## config.mk

```make
export PLATFORM = sky130hd
export DESIGN_NAME = dmem_arbiter_flat
export DESIGN_NICKNAME = d
export VERILOG_FILES = /design/src/rtl/dmem_arbiter_if.sv /design/src/rtl/dmem_arbiter.sv /design/src/flat_wrapper.sv
export SDC_FILE = /design/constraint.sdc
export NUM_CORES = 1
export LEC_CHECK = 0
export BUFFER_PORTS_ARGS = -buffer_cell sky130_fd_sc_hd__buf_2
export CORE_AREA = 2 2 94 96
export DETAILED_ROUTE_END_ITERATION = 10
export DIE_AREA = 0 0 96 98
export PLACE_DENSITY = 0.81
export SLEW_MARGIN = 25
export SYNTH_ARGS = -nofsm -noshare
export SYNTH_HDL_FRONTEND = slang
export SYNTH_SLANG_ARGS = --single-unit
export TNS_END_PERCENT = 1
```

## constraint.sdc

```tcl
create_clock -name i_clk -period 1.9 [get_ports i_clk]
set_clock_uncertainty 0.2 [all_clocks]
set_input_delay 0 -clock i_clk [delete_from_list [all_inputs] [get_ports i_clk]]
set_output_delay 0 -clock i_clk [all_outputs]
set_load 0.005 [all_outputs]
```

## src/rtl/dmem_arbiter_if.sv

```systemverilog
// Shared bus between the data-memory arbiter, its two requesters and the SRAM.
// The arbiter uses the slave view; the requester/memory side uses the master view.
interface dmem_arbiter_if #(
  parameter int ADDR_W = 8,
  parameter int DATA_W = 32
);
  logic              core_req;
  logic              core_we;
  logic [ADDR_W-1:0] core_addr;
  logic [DATA_W-1:0] core_wdata;
  logic              core_gnt;
  logic              core_rvalid;
  logic [DATA_W-1:0] core_rdata;

  logic              ext_req;
  logic              ext_we;
  logic [ADDR_W-1:0] ext_addr;
  logic [3:0]        ext_len;
  logic [DATA_W-1:0] ext_wdata;
  logic              ext_wready;
  logic              ext_rvalid;
  logic [DATA_W-1:0] ext_rdata;
  logic              ext_done;

  logic              mem_wen;
  logic [ADDR_W-1:0] mem_waddr;
  logic [DATA_W-1:0] mem_wdata;
  logic              mem_ren;
  logic [ADDR_W-1:0] mem_raddr;
  logic [DATA_W-1:0] mem_rdata;

  modport slave (
    input  core_req, core_we, core_addr, core_wdata,
    input  ext_req, ext_we, ext_addr, ext_len, ext_wdata,
    input  mem_rdata,
    output core_gnt, core_rvalid, core_rdata,
    output ext_wready, ext_rvalid, ext_rdata, ext_done,
    output mem_wen, mem_waddr, mem_wdata, mem_ren, mem_raddr
  );

  modport master (
    output core_req, core_we, core_addr, core_wdata,
    output ext_req, ext_we, ext_addr, ext_len, ext_wdata,
    output mem_rdata,
    input  core_gnt, core_rvalid, core_rdata,
    input  ext_wready, ext_rvalid, ext_rdata, ext_done,
    input  mem_wen, mem_waddr, mem_wdata, mem_ren, mem_raddr
  );
endinterface

```

## src/rtl/dmem_arbiter.sv

```systemverilog
// Arbiter/sequencer sharing the data SRAM between the core load/store port and
// the external burst port; core-first with bounded fairness for ext.
module dmem_arbiter #(
  parameter int ADDR_W        = 8,
  parameter int DATA_W        = 32,
  parameter int MAX_CORE_WINS = 4
) (
  input logic           i_clk,
  input logic           i_rst_n,
  dmem_arbiter_if.slave bus
);
  localparam int CNT_W = (MAX_CORE_WINS < 1) ? 1 : $clog2(MAX_CORE_WINS + 1);
  localparam logic [CNT_W-1:0] WIN_MAX = CNT_W'(MAX_CORE_WINS);

  typedef enum logic [1:0] {S_IDLE, S_BURST, S_DONE} state_t;

  state_t            r_state, w_state_nxt;
  logic [CNT_W-1:0]  r_win_cnt, w_win_cnt_nxt;
  logic [3:0]        r_beat, w_beat_nxt;
  logic [ADDR_W-1:0] r_base;
  logic [3:0]        r_len;
  logic              r_we;
  logic              r_rd_vld, r_rd_ext;

  logic              w_core_gnt, w_ext_grant, w_ext_beat, w_beat_we;
  logic [ADDR_W-1:0] w_beat_addr;
  logic              w_mem_wen, w_mem_ren;

  always_comb begin
    w_state_nxt = r_state;
    w_beat_nxt  = r_beat;
    w_ext_grant = 1'b0;
    w_core_gnt  = 1'b0;
    w_ext_beat  = 1'b0;
    w_beat_we   = r_we;
    w_beat_addr = r_base + ADDR_W'(r_beat);
    case (r_state)
      S_IDLE: begin
        if (bus.ext_req && (!bus.core_req || r_win_cnt == WIN_MAX)) begin
          w_ext_grant = 1'b1;
          w_ext_beat  = 1'b1;
          w_beat_we   = bus.ext_we;
          w_beat_addr = bus.ext_addr;
          w_beat_nxt  = 4'd1;
          w_state_nxt = (bus.ext_len == 4'd0) ? S_DONE : S_BURST;
        end else begin
          w_core_gnt = bus.core_req;
        end
      end
      S_BURST: begin
        w_ext_beat = 1'b1;
        w_beat_nxt = r_beat + 4'd1;
        if (r_beat == r_len) w_state_nxt = S_DONE;
      end
      // Burst finished: no ext beat, but the core may take this slot.
      S_DONE: begin
        w_core_gnt  = bus.core_req;
        w_state_nxt = S_IDLE;
      end
      default: w_state_nxt = S_IDLE;
    endcase

    // Fairness count only tracks core wins while ext is actually waiting in IDLE.
    w_win_cnt_nxt = r_win_cnt;
    if (r_state != S_IDLE || w_ext_grant || !bus.ext_req)
      w_win_cnt_nxt = '0;
    else if (w_core_gnt && r_win_cnt != WIN_MAX)
      w_win_cnt_nxt = r_win_cnt + CNT_W'(1);
  end

  assign w_mem_wen = (w_core_gnt && bus.core_we)  || (w_ext_beat && w_beat_we);
  assign w_mem_ren = (w_core_gnt && !bus.core_we) || (w_ext_beat && !w_beat_we);

  always_ff @(posedge i_clk or negedge i_rst_n) begin
    if (!i_rst_n) begin
      r_state   <= S_IDLE;
      r_win_cnt <= '0;
      r_beat    <= 4'd0;
      r_rd_vld  <= 1'b0;
      r_rd_ext  <= 1'b0;
    end else begin
      r_state   <= w_state_nxt;
      r_win_cnt <= w_win_cnt_nxt;
      r_beat    <= w_beat_nxt;
      r_rd_vld  <= w_mem_ren;
      r_rd_ext  <= w_ext_beat;
    end
  end

  always_ff @(posedge i_clk) begin
    if (w_ext_grant) begin
      r_base <= bus.ext_addr;
      r_len  <= bus.ext_len;
      r_we   <= bus.ext_we;
    end
  end

  assign bus.core_gnt    = w_core_gnt;
  assign bus.ext_wready  = w_ext_beat && w_beat_we;
  assign bus.ext_done    = (r_state == S_DONE);

  assign bus.mem_wen     = w_mem_wen;
  assign bus.mem_ren     = w_mem_ren;
  assign bus.mem_waddr   = !w_mem_wen ? '0 : (w_ext_beat ? w_beat_addr : bus.core_addr);
  assign bus.mem_wdata   = !w_mem_wen ? '0 : (w_ext_beat ? bus.ext_wdata : bus.core_wdata);
  assign bus.mem_raddr   = !w_mem_ren ? '0 : (w_ext_beat ? w_beat_addr : bus.core_addr);

  // Read data is steered by the owner tag captured with the previous mem_ren.
  assign bus.core_rvalid = r_rd_vld && !r_rd_ext;
  assign bus.ext_rvalid  = r_rd_vld && r_rd_ext;
  assign bus.core_rdata  = bus.core_rvalid ? bus.mem_rdata : '0;
  assign bus.ext_rdata   = bus.ext_rvalid  ? bus.mem_rdata : '0;
endmodule

```

## src/flat_wrapper.sv

```systemverilog
// flat-port wrapper written by rule: the top's interface ports become plain ports
module dmem_arbiter_flat 
#(
  parameter int ADDR_W        = 8,
  parameter int DATA_W        = 32,
  parameter int MAX_CORE_WINS = 4
)
  (i_clk, i_rst_n, bus_core_req, bus_core_we, bus_core_addr, bus_core_wdata, bus_ext_req, bus_ext_we, bus_ext_addr, bus_ext_len, bus_ext_wdata, bus_mem_rdata, bus_core_gnt, bus_core_rvalid, bus_core_rdata, bus_ext_wready, bus_ext_rvalid, bus_ext_rdata, bus_ext_done, bus_mem_wen, bus_mem_waddr, bus_mem_wdata, bus_mem_ren, bus_mem_raddr);
  dmem_arbiter_if #(.ADDR_W(ADDR_W), .DATA_W(DATA_W)) bus_i ();
  input logic i_clk;
  input logic i_rst_n;
  input wire logic [$bits(bus_i.core_req)-1:0] bus_core_req;
  input wire logic [$bits(bus_i.core_we)-1:0] bus_core_we;
  input wire logic [$bits(bus_i.core_addr)-1:0] bus_core_addr;
  input wire logic [$bits(bus_i.core_wdata)-1:0] bus_core_wdata;
  input wire logic [$bits(bus_i.ext_req)-1:0] bus_ext_req;
  input wire logic [$bits(bus_i.ext_we)-1:0] bus_ext_we;
  input wire logic [$bits(bus_i.ext_addr)-1:0] bus_ext_addr;
  input wire logic [$bits(bus_i.ext_len)-1:0] bus_ext_len;
  input wire logic [$bits(bus_i.ext_wdata)-1:0] bus_ext_wdata;
  input wire logic [$bits(bus_i.mem_rdata)-1:0] bus_mem_rdata;
  output wire logic [$bits(bus_i.core_gnt)-1:0] bus_core_gnt;
  output wire logic [$bits(bus_i.core_rvalid)-1:0] bus_core_rvalid;
  output wire logic [$bits(bus_i.core_rdata)-1:0] bus_core_rdata;
  output wire logic [$bits(bus_i.ext_wready)-1:0] bus_ext_wready;
  output wire logic [$bits(bus_i.ext_rvalid)-1:0] bus_ext_rvalid;
  output wire logic [$bits(bus_i.ext_rdata)-1:0] bus_ext_rdata;
  output wire logic [$bits(bus_i.ext_done)-1:0] bus_ext_done;
  output wire logic [$bits(bus_i.mem_wen)-1:0] bus_mem_wen;
  output wire logic [$bits(bus_i.mem_waddr)-1:0] bus_mem_waddr;
  output wire logic [$bits(bus_i.mem_wdata)-1:0] bus_mem_wdata;
  output wire logic [$bits(bus_i.mem_ren)-1:0] bus_mem_ren;
  output wire logic [$bits(bus_i.mem_raddr)-1:0] bus_mem_raddr;
  assign bus_i.core_req = bus_core_req;
  assign bus_i.core_we = bus_core_we;
  assign bus_i.core_addr = bus_core_addr;
  assign bus_i.core_wdata = bus_core_wdata;
  assign bus_i.ext_req = bus_ext_req;
  assign bus_i.ext_we = bus_ext_we;
  assign bus_i.ext_addr = bus_ext_addr;
  assign bus_i.ext_len = bus_ext_len;
  assign bus_i.ext_wdata = bus_ext_wdata;
  assign bus_i.mem_rdata = bus_mem_rdata;
  assign bus_core_gnt = bus_i.core_gnt;
  assign bus_core_rvalid = bus_i.core_rvalid;
  assign bus_core_rdata = bus_i.core_rdata;
  assign bus_ext_wready = bus_i.ext_wready;
  assign bus_ext_rvalid = bus_i.ext_rvalid;
  assign bus_ext_rdata = bus_i.ext_rdata;
  assign bus_ext_done = bus_i.ext_done;
  assign bus_mem_wen = bus_i.mem_wen;
  assign bus_mem_waddr = bus_i.mem_waddr;
  assign bus_mem_wdata = bus_i.mem_wdata;
  assign bus_mem_ren = bus_i.mem_ren;
  assign bus_mem_raddr = bus_i.mem_raddr;
  dmem_arbiter #(.ADDR_W(ADDR_W), .DATA_W(DATA_W), .MAX_CORE_WINS(MAX_CORE_WINS)) u_core (.i_clk(i_clk), .i_rst_n(i_rst_n), .bus(bus_i));
endmodule
```

==> metrics, run 1 <==
max cap viols 0; Via density ~4.9; Cell Area, Synth roughly 2500 um2; CTS H-tree lvls 1; Clk Latency, worst-skew pair around 0.28 ns; cell family with most CP delay compound AO/OA/AOI/OAI gates; # fillers just under 800; Met2 Wirelength around 5.8 mm; clk slew on worst S/H paths ~0.090 ns; Critical Path AT approximately 2.1 ns; overall global routing resource usage 20.3%; number of diodes 0; EDFF count, synth 13; first-pass GRT wire length 15.3 mm; port buffer count between 200 and 250; final wirelength 10.6 mm; final hold violation count 0; Slew headroom 64.2%; violated checks negative setup slack; root buffer cell clkbuf_8; CTS tree yes; final slew viol count 0; metal3 WL approximately 800 um; Mapped Cells 339; crit-path max FO 5; HP Class in2reg; worst slew pin tran approximately 0.53 ns; initial core utilization 29.5%; area of the multi-input gates around 1800 um2; GR Overflow Total 0; Die Wd 96 um; critical path cell sequence inv_2 > ha_4 > a21bo_4 > a21oi_4 > or2_4 > a2bb2oi_4 > buf_12 > clkbuf_16 > a21oi_2 > buf_2; full die area 9410 um2; min cycle time layout about 2.3 ns; Worst Setup Start Kind flip-flop; core region area 8470 um2; most instantiated cells after synthesis 73 x nand2_1, 38 x a21oi_1, 36 x and2_1; DRC violations left 0; #FFs+latches synth 24; Rows 34; ys async rst share 45.8%; hpwl dp between 7 and 8 mm; vias after detailed routing ~3,600; Pwr Total 5.73 mW; endpoints failing setup 52; RSZ-0062 raised after global routing true; YS warnings 0; area leader, netlist edfxtp_1; most frequent cell after synthesis nand2_1; top layer in use met4; vias in the first global route between 3,000 and 4,000; initial antenna violation count 0; fmax 429 MHz; Storage cell area 666 um2; PwrDens between 1000 and 1500 nW/um2; largest net degree at the start of global routing 34; critical setup path kind reg2out; status finished with violations; Final Non-Filler Cells approximately 730; ys flop type edfxtp_1; placed cells between 600 and 700; Worst Path Required around 1.7 ns; Slowest cell on crit path dfrtp_1; CP bufs+invs 4; TritonRoute pass-1 iters 4; max incr delay on CP 0.40 ns; dpl cell area 4140 um2; post-route cell area ~4700 um2; Peak supply drop between 900 and 1000 uV; top cell type's share of synthesized area between 10% and 20%; top area cells in the synthesized netlist edfxtp_1 16%, dfrtp_1 11%, nand2_1 11%; Netlist cell types 45; IO Count 241; number of nets with antenna violations after routing 0; Avg Cell Area, Syn around 7.4 um2; sequential fraction of the synthesis area about a quarter; Synth Net Count ~470; number of buffers created by CTS 3; crit share post-route 123%; P&R area growth vs syn 86.6%; Setup WS post-layout -0.431 ns; Routed WL per cell 14.6 um; Critical Path Sink Type primary output; Leakage approximately 2.6 nW; Nets roughly 750; Die Y a little under 100 um; Clock Sinks 24; fraction of layout cells with a size suffix above 1 a little under three fifths; dpl ws -0.223 ns; gp weighted congestion between 0.8 and 0.9; WL met1 3.88 mm; initial drt markers 168; CTS Buffer Depth 2
[routing by layer]
layer	global-route usage, %	vias to the layer above
li1	-	1713
met1	23.3	1646
met2	39.4	203
met3	1.16	14
met4	5.60	0
met5	0	-
[registers in the layout, summed over array words and instances (netlist names)]
register          count
u_core.r_base         8
u_core.r_beat         4
u_core.r_len          4
u_core.r_rd_ext       1
u_core.r_rd_vld       1
u_core.r_state        2
u_core.r_we           1
u_core.r_win_cnt      3
[repair_timing]
item                                    CTS  global route
gates resized for setup                  28            13
endpoints found under the setup margin   52            54
cloned                                    2             2
hold endpoints to repair                 27             0
pin swaps                                 6            10
hold buffers                             16             0
buffers inserted                          7             1
[logic make-up (layout without fill, tap and decap cells)]
logic type / Yosys count / in the layout / synth area share, %
AOI/OAI and AO/OA: 64 / 64 / 16.0
xor gates and xnor gates: 7 / 7 / 2.46
adders and majority gates: 8 / 8 / 4.31
buffers and inverters: 36 / 317 / 7.47
DFF: 24 / 24 / 26.7
muxes: 10 / 10 / 4.66
and+or+nand+nor: 190 / 190 / 38.4
[tightest hold or removal path: stages]
cell       delay, ns
buf_2           0.13
a2bb2oi_4       0.20
inv_2           0.07
buf_6           0.09
[report_power, final]
group	total (mW)	switching [mW]	internal, mW	leakage (nW)
registers	0.751	0.0870	0.664	0.259
logic	4.50	2.24	2.26	2.29
clock network	0.471	0.189	0.282	0.0357
total	5.73	2.52	3.21	2.58
[worst paths after layout]
path	start	endpoint	slack [ns]	cells after the start
worst max-delay path	u_core.r_win_cnt[0]	bus_mem_wdata[15]	-0.43	10
worst min-delay path	bus_core_we	u_core.r_rd_vld	0.04	4
worst max register to register	u_core.r_win_cnt[0]	u_core.r_rd_vld	-0.10	10
worst min register to register	u_core.r_win_cnt[0]	u_core.r_win_cnt[0]	0.41	2
max in group asynchronous	i_rst_n	u_core.r_rd_vld	0.58	3
min in group asynchronous	i_rst_n	u_core.r_beat[0]	0.56	3
[metrics by stage]
step	hold WS (ns)	util, %	setup TNS (ns)
2_1_floorplan	-0.496	-	-2.77
6_report	0.0435	55.0	-20.48
3_3_place_gp	-0.319	48.9	-6.95
5_1_grt	0.0678	55.0	-24.61
4_1_cts	0.0475	53.8	-21.14
3_5_place_dp	-0.310	48.9	-9.10
[final cells by class]
class	instances	area share, %
clock buffer	3	0.886
inverter	11	1.26
sequential	24	14.3
multi-input combinational	279	39.5
clock inverter	1	0.645
timing repair buffer	302	40.6
tap	108	2.90
[cell usage in the layout (no fill, tap or decap), types with 8 or more instances in the layout]
master and instances:
buf_2 237, nand2_1 73, and2_1 35, a21oi_2 33, and3_1 32, buf_4 30, nor2_1 23, dlygate4sd3_1 16
edfxtp_1 13, dfrtp_1 11, buf_6 10, nand3_1 8
No activity file was read; power rests on OpenSTA's default activity.
==> run 2, diff against run 1 <==
- GPL_TIMING_DRIVEN: default -> 0
- HOLD_SLACK_MARGIN: default -> 0.08
- PLACE_DENSITY: 0.81 -> 0.71
==> run 2 against run 1 <==
Net effect:
- the run still ends with negative setup slack left
- fmax down 3.8%
- die area is the same
- design area fell by 2.1%
- clock-buffer cell count stayed put
- sequential power increased by 9.7%
- register-to-register slack is essentially flat
- worst hold slack got worse by 0.015 ns
- global-route usage shrank 0.060 points
- clock power shrank 2%
- critical path depth is 1 higher
- first-iteration DRC count increased by 7.1%
==> metrics, run 2 (synthesis gave the netlist of run 1 again) <==
TritonRoute pass-1 iters 4 (unchanged); Clock power frac 8.6% (+0.4 points); Via density 4.85 (-1.3%); Nets 754 (+0.40%); crit share post-route 128% (+4.9 points); RSZ-0062 raised after global routing true; commonest non-fill, non-tap cell in the layout buf_2; DRC violations left 0 (unchanged); Peak supply drop 837 uV (-14%); max FFs per register 8 (unchanged); Die Wd 96 um (unchanged); IO Count 241 (unchanged); Worst Path Required 1.70 ns (about the same); Net Sw Power 2.44 mW (-3.0%); largest net degree at the start of global routing 15 (-56%); Slowest cell on crit path dfrtp_1; Rows 34 (unchanged); final slew viol count 0 (unchanged); first-pass GRT wire length 15.4 mm (+1.1%); # fillers 803 (+2.9%); WL met1 4.03 mm (+3.9%); Worst Setup Start Kind flip-flop; Critical Path Sink Type primary output; CTS H-tree lvls 1 (unchanged); P&R area growth vs syn 82.8%; fmax 413 MHz (-3.8%); initial drt markers 180 (+7.1%); number of diodes 0 (unchanged); Slew headroom 66.1% (+1.9 points); final hold violation count 0 (unchanged); metal3 WL 736 um (-8.3%); CTS Buffer Depth 2 (unchanged); worst slew pin tran 0.507 ns (-0.0278 ns); status finished with violations; min cycle time layout 2.42 ns (+0.0925 ns); Critical Path AT 2.22 ns (+0.09 ns); number of nets with antenna violations after routing 0 (unchanged); root buffer cell clkbuf_8; full die area 9410 um2 (unchanged); CTS tree yes; sequential share of power 15.2% (+2.1 points); cell family with most CP delay buffers and inverters; post-layout util 53.9% (-1.1 points); PwrDens 1190 nW/um2 (-3.5%); Pwr Total 5.41 mW (-5.5%); Regs by FF count u_core.r_base (8), u_core.r_beat (4), u_core.r_len (4); HP Class in2reg; gp weighted congestion 0.831 (-7.2%); top layer in use met4; Setup WS post-layout -0.524 ns (-0.0925 ns); cts hold-fix bufs 20 (+4); port buffer count 240 (unchanged); violated checks negative setup slack; GR Overflow Total 0 (unchanged); endpoints failing setup 54 (+3.8%); max cap viols 0 (unchanged); vias in the first global route 3,298 (-1.2%); Die Y 98 um (unchanged); max incr delay on CP 0.40 ns (about the same); Clock Sinks 24 (unchanged); Routed WL per cell 13.9 um (-4.8%); fraction of layout cells with a size suffix above 1 54.1% (-2.4 points); number of buffers created by CTS 3 (unchanged); clk slew on worst S/H paths 0.09 ns (about the same); P_int 2.97 mW (-7.6%); area of the multi-input gates 1830 um2 (-0.41%); Leakage 2.52 nW (-2.6%); vias after detailed routing 3,545 (-0.87%); register with the most flip-flops u_core.r_base; core region area 8470 um2 (unchanged); overall global routing resource usage 20.3% (-0.060 points); switching fraction of total power 45.1% (+1.2 points); initial antenna violation count 0 (unchanged); combinational share of power 76.2% (-2.5 points); Clk Latency, worst-skew pair 0.27 ns (about the same); CP bufs+invs 5 (+1); critical setup path kind reg2out; Most common cell on crit path buf_6; initial core utilization 29.5% (unchanged); most frequent cells in the layout 239 x buf_2, 72 x nand2_1, 36 x and2_1; final wirelength 10.2 mm (-4.4%); crit-path max FO 5 (unchanged); critical path cell sequence inv_2 > ha_4 > a21bo_4 > a21oi_4 > or2_1 > buf_6 > a2bb2oi_4 > buf_4 > buf_6 > nor3b_2 > buf_2; Storage cell area 669 um2 (+0.56%); Met2 Wirelength 5.27 mm (-8.4%); hpwl dp 7.60 mm (-4.2%)
==> run 2: metrics by stage <==
stage	setup WS (ns)	std cells	instance area [um2]	hold slack, ns	setup TNS, ns
floorplan	-0.0738	339	2630	-0.496	-2.77
global placement	-0.435	687	3970	-0.320	-18.10
detailed placement	-0.465	687	3970	-0.314	-19.45
CTS	-0.496	730	4510	0.0112	-23.41
global route	-0.611	731	4560	0.0343	-29.15
finish	-0.524	731	4560	0.0281	-24.63
==> run 2: power groups by stage <==
stage               combinational (mW)  sequential, mW  clock [mW]
floorplan                         2.20           0.780           0
CTS                               4.02           0.815       0.459
finish                            4.12           0.824       0.463
detailed placement                3.49           0.829           0
global placement                  3.42           0.828           0
global route                      4.50           0.845       0.479
==> run 2: worst paths after layout <==
kind	startpoint	endpoint	slack [ns]	cells after the start
min in group asynchronous	i_rst_n	u_core.r_beat[3]	0.55	3
setup reg to reg	u_core.r_win_cnt[0]	u_core.r_rd_ext	-0.09	10
max in group asynchronous	i_rst_n	u_core.r_beat[0]	0.58	3
hold reg to reg	u_core.r_beat[3]	u_core.r_beat[3]	0.35	1
setup / recovery	u_core.r_win_cnt[1]	bus_mem_waddr[7]	-0.52	11
hold / removal	bus_ext_req	u_core.r_win_cnt[2]	0.03	4
==> run 2: area by class of cell <==
type	count	share of cell area (%)
buffer	25	4.88
clock buffer	3	0.905
clock inverter	1	0.658
inverter	11	1.23
multi-input combinational	279	40.1
sequential	24	14.7
tap	108	2.96
timing repair buffer	280	34.6
==> run 2: timing repair <==
action	CTS	global route
pin swaps	15	1
endpoints found under the hold margin	31	1
gates cloned	2	0
endpoints found under the setup margin	56	87
gates resized for setup	37	15
buffers inserted	17	1
==> run 2: worst min-delay path: stages <==
cell and delay (ns):
buf_2 0.13, nor2b_1 0.18, nand2_1 0.10, nor2_1 0.06
==> run 2: per-layer routing <==
layer  vias to the layer above  global-route usage (%)
li1                       1715                       -
met2                       195                    37.9
met5                         -                       0
met1                      1623                    24.5
met3                        12                    1.93
met4                         0                    4.51
